===== config.mk =====
export PLATFORM = sky130hd
export DESIGN_NAME = colour_scan_controller
export DESIGN_NICKNAME = d
export VERILOG_FILES = /design/src/rtl/colour_scan_controller.sv
export SDC_FILE = /design/constraint.sdc
export NUM_CORES = 1
export LEC_CHECK = 0
export BUFFER_PORTS_ARGS = -buffer_cell sky130_fd_sc_hd__buf_2
export CAP_MARGIN = 0
export CORE_MARGIN = 2
export CORE_UTILIZATION = 45
export CTS_CLUSTER_SIZE = 8
export DETAILED_ROUTE_END_ITERATION = 7
export PLACE_DENSITY = 0.62
export SETUP_SLACK_MARGIN = 0.15
export SYNTH_ARGS = -nofsm -noshare
export SYNTH_HDL_FRONTEND = slang
export SYNTH_SLANG_ARGS = --single-unit

===== constraint.sdc =====
create_clock -name scaled_clock -period 5.3 [get_ports scaled_clock]
set_clock_uncertainty 0.1 [all_clocks]
set_input_delay 0.53 -clock scaled_clock [delete_from_list [all_inputs] [get_ports scaled_clock]]
set_output_delay 0.53 -clock scaled_clock [all_outputs]
set_load 0.01 [all_outputs]

===== src/rtl/colour_scan_controller.sv =====
// Colour-sensor scan sequencer: steps through the red/green/blue/clear filters,
// averages the sensor output period for each and classifies the dominant colour.
module colour_scan_controller #(
  parameter int SETTLE_CYCLES = 1000,
  parameter int AVG_LOG2      = 2,
  parameter int WHITE_MIN     = 80,
  parameter int WHITE_MAX     = 250
) (
  input  logic        scaled_clock,
  input  logic        reset_n,
  input  logic        start,
  input  logic        continuous,
  input  logic        cs_output,
  output logic        cs_S0,
  output logic        cs_S1,
  output logic        cs_S2,
  output logic        cs_S3,
  output logic        cs_en,
  output logic [15:0] red,
  output logic [15:0] green,
  output logic [15:0] blue,
  output logic [15:0] white,
  output logic [1:0]  cd_out,
  output logic        result_valid,
  output logic        busy,
  output logic        timeout_err
);

  localparam int AW = 16 + AVG_LOG2;
  localparam int SW = (SETTLE_CYCLES > 1) ? $clog2(SETTLE_CYCLES) : 1;
  localparam int NW = AVG_LOG2 + 1;
  localparam logic [NW-1:0] LAST_PER = NW'((1 << AVG_LOG2) - 1);
  localparam logic [15:0]   SAT      = 16'hFFFF;

  typedef enum logic [2:0] {IDLE, SETTLE, SYNC, MEASURE, NEXT, DECIDE} state_t;

  state_t          state;
  logic [2:0]      sync_q;
  logic [SW-1:0]   settle_cnt;
  logic [15:0]     cnt;
  logic [15:0]     period;
  logic [AW-1:0]   acc;
  logic [AW-1:0]   acc_sum;
  logic [NW-1:0]   nper;
  logic [1:0]      filt;
  logic            rise;
  logic            sat;
  logic            begin_scan;

  // Filter index order is red, green, blue, clear.
  function automatic logic [1:0] filt_code(input logic [1:0] f);
    case (f)
      2'd0:    return 2'b00;
      2'd1:    return 2'b11;
      2'd2:    return 2'b01;
      default: return 2'b10;
    endcase
  endfunction

  function automatic logic [1:0] decide(input logic [15:0] r, g, b, w);
    if (w < 16'(WHITE_MIN) || w > 16'(WHITE_MAX)) return 2'b11;
    if (r < g && r < b) return 2'b00;
    if (g < r && g < b) return 2'b01;
    if (b < r && b < g) return 2'b10;
    return 2'b11;
  endfunction

  assign cs_S0      = 1'b1;
  assign cs_S1      = 1'b0;
  assign rise       = sync_q[1] & ~sync_q[2];
  assign sat        = (cnt == SAT);
  assign period     = sat ? SAT : cnt + 16'd1;
  assign acc_sum    = acc + AW'(period);
  assign begin_scan = ((state == IDLE) && (start || continuous)) ||
                      ((state == DECIDE) && continuous);

  always_ff @(posedge scaled_clock or negedge reset_n) begin
    if (!reset_n) begin
      state        <= IDLE;
      sync_q       <= '0;
      settle_cnt   <= '0;
      cnt          <= '0;
      acc          <= '0;
      nper         <= '0;
      filt         <= '0;
      cs_S2        <= 1'b0;
      cs_S3        <= 1'b0;
      cs_en        <= 1'b1;
      red          <= '0;
      green        <= '0;
      blue         <= '0;
      white        <= '0;
      cd_out       <= 2'b11;
      result_valid <= 1'b0;
      busy         <= 1'b0;
      timeout_err  <= 1'b0;
    end else begin
      sync_q       <= {sync_q[1:0], cs_output};
      result_valid <= 1'b0;
      case (state)
        SETTLE: begin
          if (settle_cnt == SW'(SETTLE_CYCLES - 1)) begin
            settle_cnt <= '0;
            cnt        <= '0;
            state      <= SYNC;
          end else begin
            settle_cnt <= settle_cnt + 1'b1;
          end
        end
        SYNC: begin
          acc  <= '0;
          nper <= '0;
          if (rise) begin
            cnt   <= '0;
            state <= MEASURE;
          end else if (sat) begin
            // cnt stays saturated so MEASURE books SAT for every period
            timeout_err <= 1'b1;
            state       <= MEASURE;
          end else begin
            cnt <= cnt + 16'd1;
          end
        end
        MEASURE: begin
          if (sat || rise) begin
            if (sat) timeout_err <= 1'b1;
            else     cnt <= '0;
            if (nper == LAST_PER) begin
              case (filt)
                2'd0:    red   <= acc_sum[AVG_LOG2 +: 16];
                2'd1:    green <= acc_sum[AVG_LOG2 +: 16];
                2'd2:    blue  <= acc_sum[AVG_LOG2 +: 16];
                default: white <= acc_sum[AVG_LOG2 +: 16];
              endcase
              state <= NEXT;
            end else begin
              acc  <= acc_sum;
              nper <= nper + 1'b1;
            end
          end else begin
            cnt <= cnt + 16'd1;
          end
        end
        NEXT: begin
          if (filt == 2'd3) begin
            cd_out       <= decide(red, green, blue, white);
            result_valid <= 1'b1;
            state        <= DECIDE;
          end else begin
            filt           <= filt + 2'd1;
            {cs_S2, cs_S3} <= filt_code(filt + 2'd1);
            state          <= SETTLE;
          end
        end
        DECIDE: begin
          state <= IDLE;
          busy  <= 1'b0;
          cs_en <= 1'b1;
        end
        default: state <= IDLE;
      endcase
      // Shared scan entry from IDLE and from DECIDE in continuous mode
      if (begin_scan) begin
        state          <= SETTLE;
        filt           <= 2'd0;
        {cs_S2, cs_S3} <= 2'b00;
        cs_en          <= 1'b0;
        busy           <= 1'b1;
        timeout_err    <= 1'b0;
        settle_cnt     <= '0;
      end
    end
  end

endmodule


==> results.py <==
metrics = {
    "floorplan": {
        "die_w_um": 137,
        "start_util": 0.460,
        "placementRows": 48,
        "die_h_um": 137,
        "io_pins": 79,
        "fp.coreArea_um2": 17300,
        "die-area_um2": 18800,
    },
    "worst_setup_path": {
        "worst_setup_path_start_kind": "register",
        "r2r_slack_ns": 1.32,
        "crit_type": "register to register",
        "arrival_ns": 4.18,
        "path_delay_family": "compound AO/OA/AOI/OAI gates",
        "path_cells": "ha_1 -> and4_1 -> nand4_2 -> nand2_1 -> ha_1 -> inv_1 -> fa_1 -> nor2b_4 -> o31a_1 -> o31ai_4 -> o21ai_2 -> mux2i_1 -> a221o_1",
        "max_stage_delay_ns": 0.68,
        "cp_num_buf_inv": 1,
        "cpMostUsedCell": "ha_1",
        "setup.worst_path.end_class": "register",
        "worst_path_max_delay_cell": "o21ai_2",
        "path_max_fanout": 20,
        "required_ns": 5.50,
    },
    "timing": {
        "setup_violations": 0,
        "maxSlewHeadroom": 0.226,
        "fmax_ghz": 0.251,
        "post-route-period-util": 0.751,
        "finalCriticalPeriod_ns": 3.98,
        "maxSlewViolCount": 0,
        "rsz0062_at_grt": "false",
        "tightestPinTransition_ns": 1.16,
        "setup-tns-final_ns": 0,
        "hold_viol": 0,
    },
    "clock_tree": {
        "cts.sinks": 126,
        "post_cts_resized": 0,
        "cts.clk_slew.worst_paths_ns": 0.06,
        "cts-hold-fix-buffers": 0,
        "root_buffer": "clkbuf_16",
        "clock_path_buffers": 2,
        "cts.htree.levels": 4,
        "cts_setup_buffers": 0,
        "clk-insertion-delay-late_ns": 0.42,
        "cts_tree": "yes",
        "numCtsBuffers": 17,
    },
    "power_and_ir_drop": {
        "p_int_uw": 1770,
        "leakage_uw": 0.00434,
        "power_density_nw_per_um2": 247,
        "irDropWorstVdd_v": 0.000221,
        "combPwrFrac": 0.011,
        "power.share.clock": 0.560,
        "netSwitchingFraction": 0.213,
        "seq_power_share": 0.429,
        "p_switching_uw": 479,
    },
    "global_route": {
        "grt.total_usage": 0.223,
        "grt_overflow": 0,
        "first_global_vias": 6252,
        "grt_max_degree": 68,
        "antenna_found_initial": 0,
        "grt_pass1_wl_um": 32500,
    },
    "cells_and_area": {
        "syn2layout_area_growth_pct": 14.2,
        "fin_cells": 1199,
        "drive_gt1_frac": 0.149,
        "diodes": 0,
        "finalNetCount": 1039,
    },
    "synth": {
        "synth_top_cell_by_area": "dfrtp_1",
        "synth_area_per_cell_um2": 8.83,
        "synth_flop_cell": "dfrtp_1",
        "synth_edf_count": 0,
        "syn_nets": 979,
        "netlist_top_cells_area": "dfrtp_1 39%, ha_1 11%, nand2_1 6.7%",
        "synth_top_area_frac": 0.387,
        "synth_common_cells": "142 x nand2_1, 123 x dfrtp_1, 90 x o21ai_0, 72 x ha_1, 59 x nor2_1",
        "ys_warn_count": 0,
        "seq_area_frac_synth": 0.397,
        "syn_area_um2": 7960,
        "synth_cells": 901,
        "ys_ff_latch": 126,
        "yosysUniqueCellTypes": 74,
        "async_flop_share": 1.00,
        "synth_most_common_cell": "nand2_1",
    },
    "routing": {
        "drt_iter0_markers": 324,
        "ant_nets": 0,
        "routed_via_density": 5.59,
        "firstDrtPassIters": 5,
        "drt-wirelength-per-cell_um": 16.9,
        "num_vias": 6706,
        "wl_um": 20200,
        "drc": 0,
    },
    "place": {
        "gp_congestion": 0.969,
        "port_buffers": 76,
        "placed_cells": 1167,
        "place_hpwl_um": 14900,
    },
    "flow_run": {
        "cap_violations": 0,
    },
    "status": {
        "status": "completed",
    },
    "min_path": {
        "min_path_type": "input pin to asynchronous set/reset pin",
    },
}
layout by cell type, fill, tap and decap left out, drive strengths merged, types with 4 or more instances in the layout:
cell / instances
xnor2: 13
mux2i: 5
inv: 52
nand3: 28
clkbuf: 19
and4: 9
xor2: 9
ha: 72
o21ai: 112
or2: 4
o31a: 8
a31oi: 16
dfrtp: 123
nand2b: 11
a21o: 19
nand4: 12
nor2b: 10
o31ai: 6
o21a: 7
and3: 17
bufinv: 4
or3: 6
nor3b: 5
a211oi: 5
buf: 81
nor3: 7
and2: 6
nor4: 5
clkinv: 4
a22o: 5
nor2: 59
o211ai: 7
nand2: 142
a21oi: 46
per-stage QoR:
step | area (um^2) | power, uW | utilization | hold WS, ns | worst slack [ns]
4_1_cts | 9090 | 2270 | 0.526 | 0.104 | 1.33
3_5_place_dp | 8460 | 1010 | 0.489 | 0.248 | 1.36
5_1_grt | 9090 | 2310 | 0.526 | 0.104 | 1.01
6_report | 9090 | 2250 | 0.526 | 0.0769 | 1.32
3_3_place_gp | 8460 | 1010 | 0.489 | 0.232 | 1.44
2_1_floorplan | 7960 | 986 | - | 0.134 | 1.94
layer usage:
metal	track usage	vias up	wire (um)
met5	0	-	0
met3	0.0393	26	764
li1	-	3334	-
met1	0.295	3218	9390
met4	0.0607	0	332
met2	0.375	128	9750
logic make-up after synthesis:
logic type	Yosys count	synth area share
flip-flops	126	0.397
other	2	0.000944
multiplexers	5	0.00629
AO/OA/AOI/OAI	256	0.205
adder cells (fa/ha/maj)	73	0.116
XOR/XNOR	22	0.0242
buffers and inverters	90	0.0508
AND/OR/NAND/NOR	327	0.201
flip-flops by register name (all words and copies together), names as in the netlist, 2 cells and up:
| register | cells |
|---|---|
| acc | 18 |
| blue | 16 |
| cd_out | 2 |
| cnt | 16 |
| green | 16 |
| nper | 3 |
| red | 16 |
| settle_cnt | 10 |
| state | 3 |
| sync_q | 3 |
| white | 16 |
power groups by stage:
stage,Combinational [uW],Sequential (uW),Clock [uW]
after detailed placement,27.6,981,0
after global placement,27.3,981,0
after CTS,27.6,964,1280
final,25.8,964,1260
after floorplan,4.81,981,0
after global routing,30.3,964,1310
final timing paths:
| path | depth (start not counted) | start | end |
|---|---|---|---|
| max | 13 | cnt[0]$_DFFE_PN0P_ | acc[14]$_DFFE_PN0P_ |
| min | 1 | reset_n | red[2]$_DFFE_PN0P_ |
| max reg2reg | 13 | cnt[0]$_DFFE_PN0P_ | acc[14]$_DFFE_PN0P_ |
| min reg2reg | 0 | sync_q[0]$_DFF_PN0_ | sync_q[1]$_DFF_PN0_ |
| max in group asynchronous | 2 | reset_n | cs_en$_DFFE_PN1P_ |
| min in group scaled_clock | 1 | cs_output | sync_q[0]$_DFF_PN0_ |
final cells by class:
| class | instances | area [um^2] |
|---|---|---|
| multi-input cells | 685 | 4400 |
| flip-flops and latches | 126 | 3160 |
| repair buffers | 81 | 433 |
| clock inverters | 13 | 188 |
| fillers | 1653 | 8210 |
| well taps | 225 | 282 |
| inverters | 50 | 188 |
| clock buffers | 19 | 443 |
(Power assumes the default switching activity.)
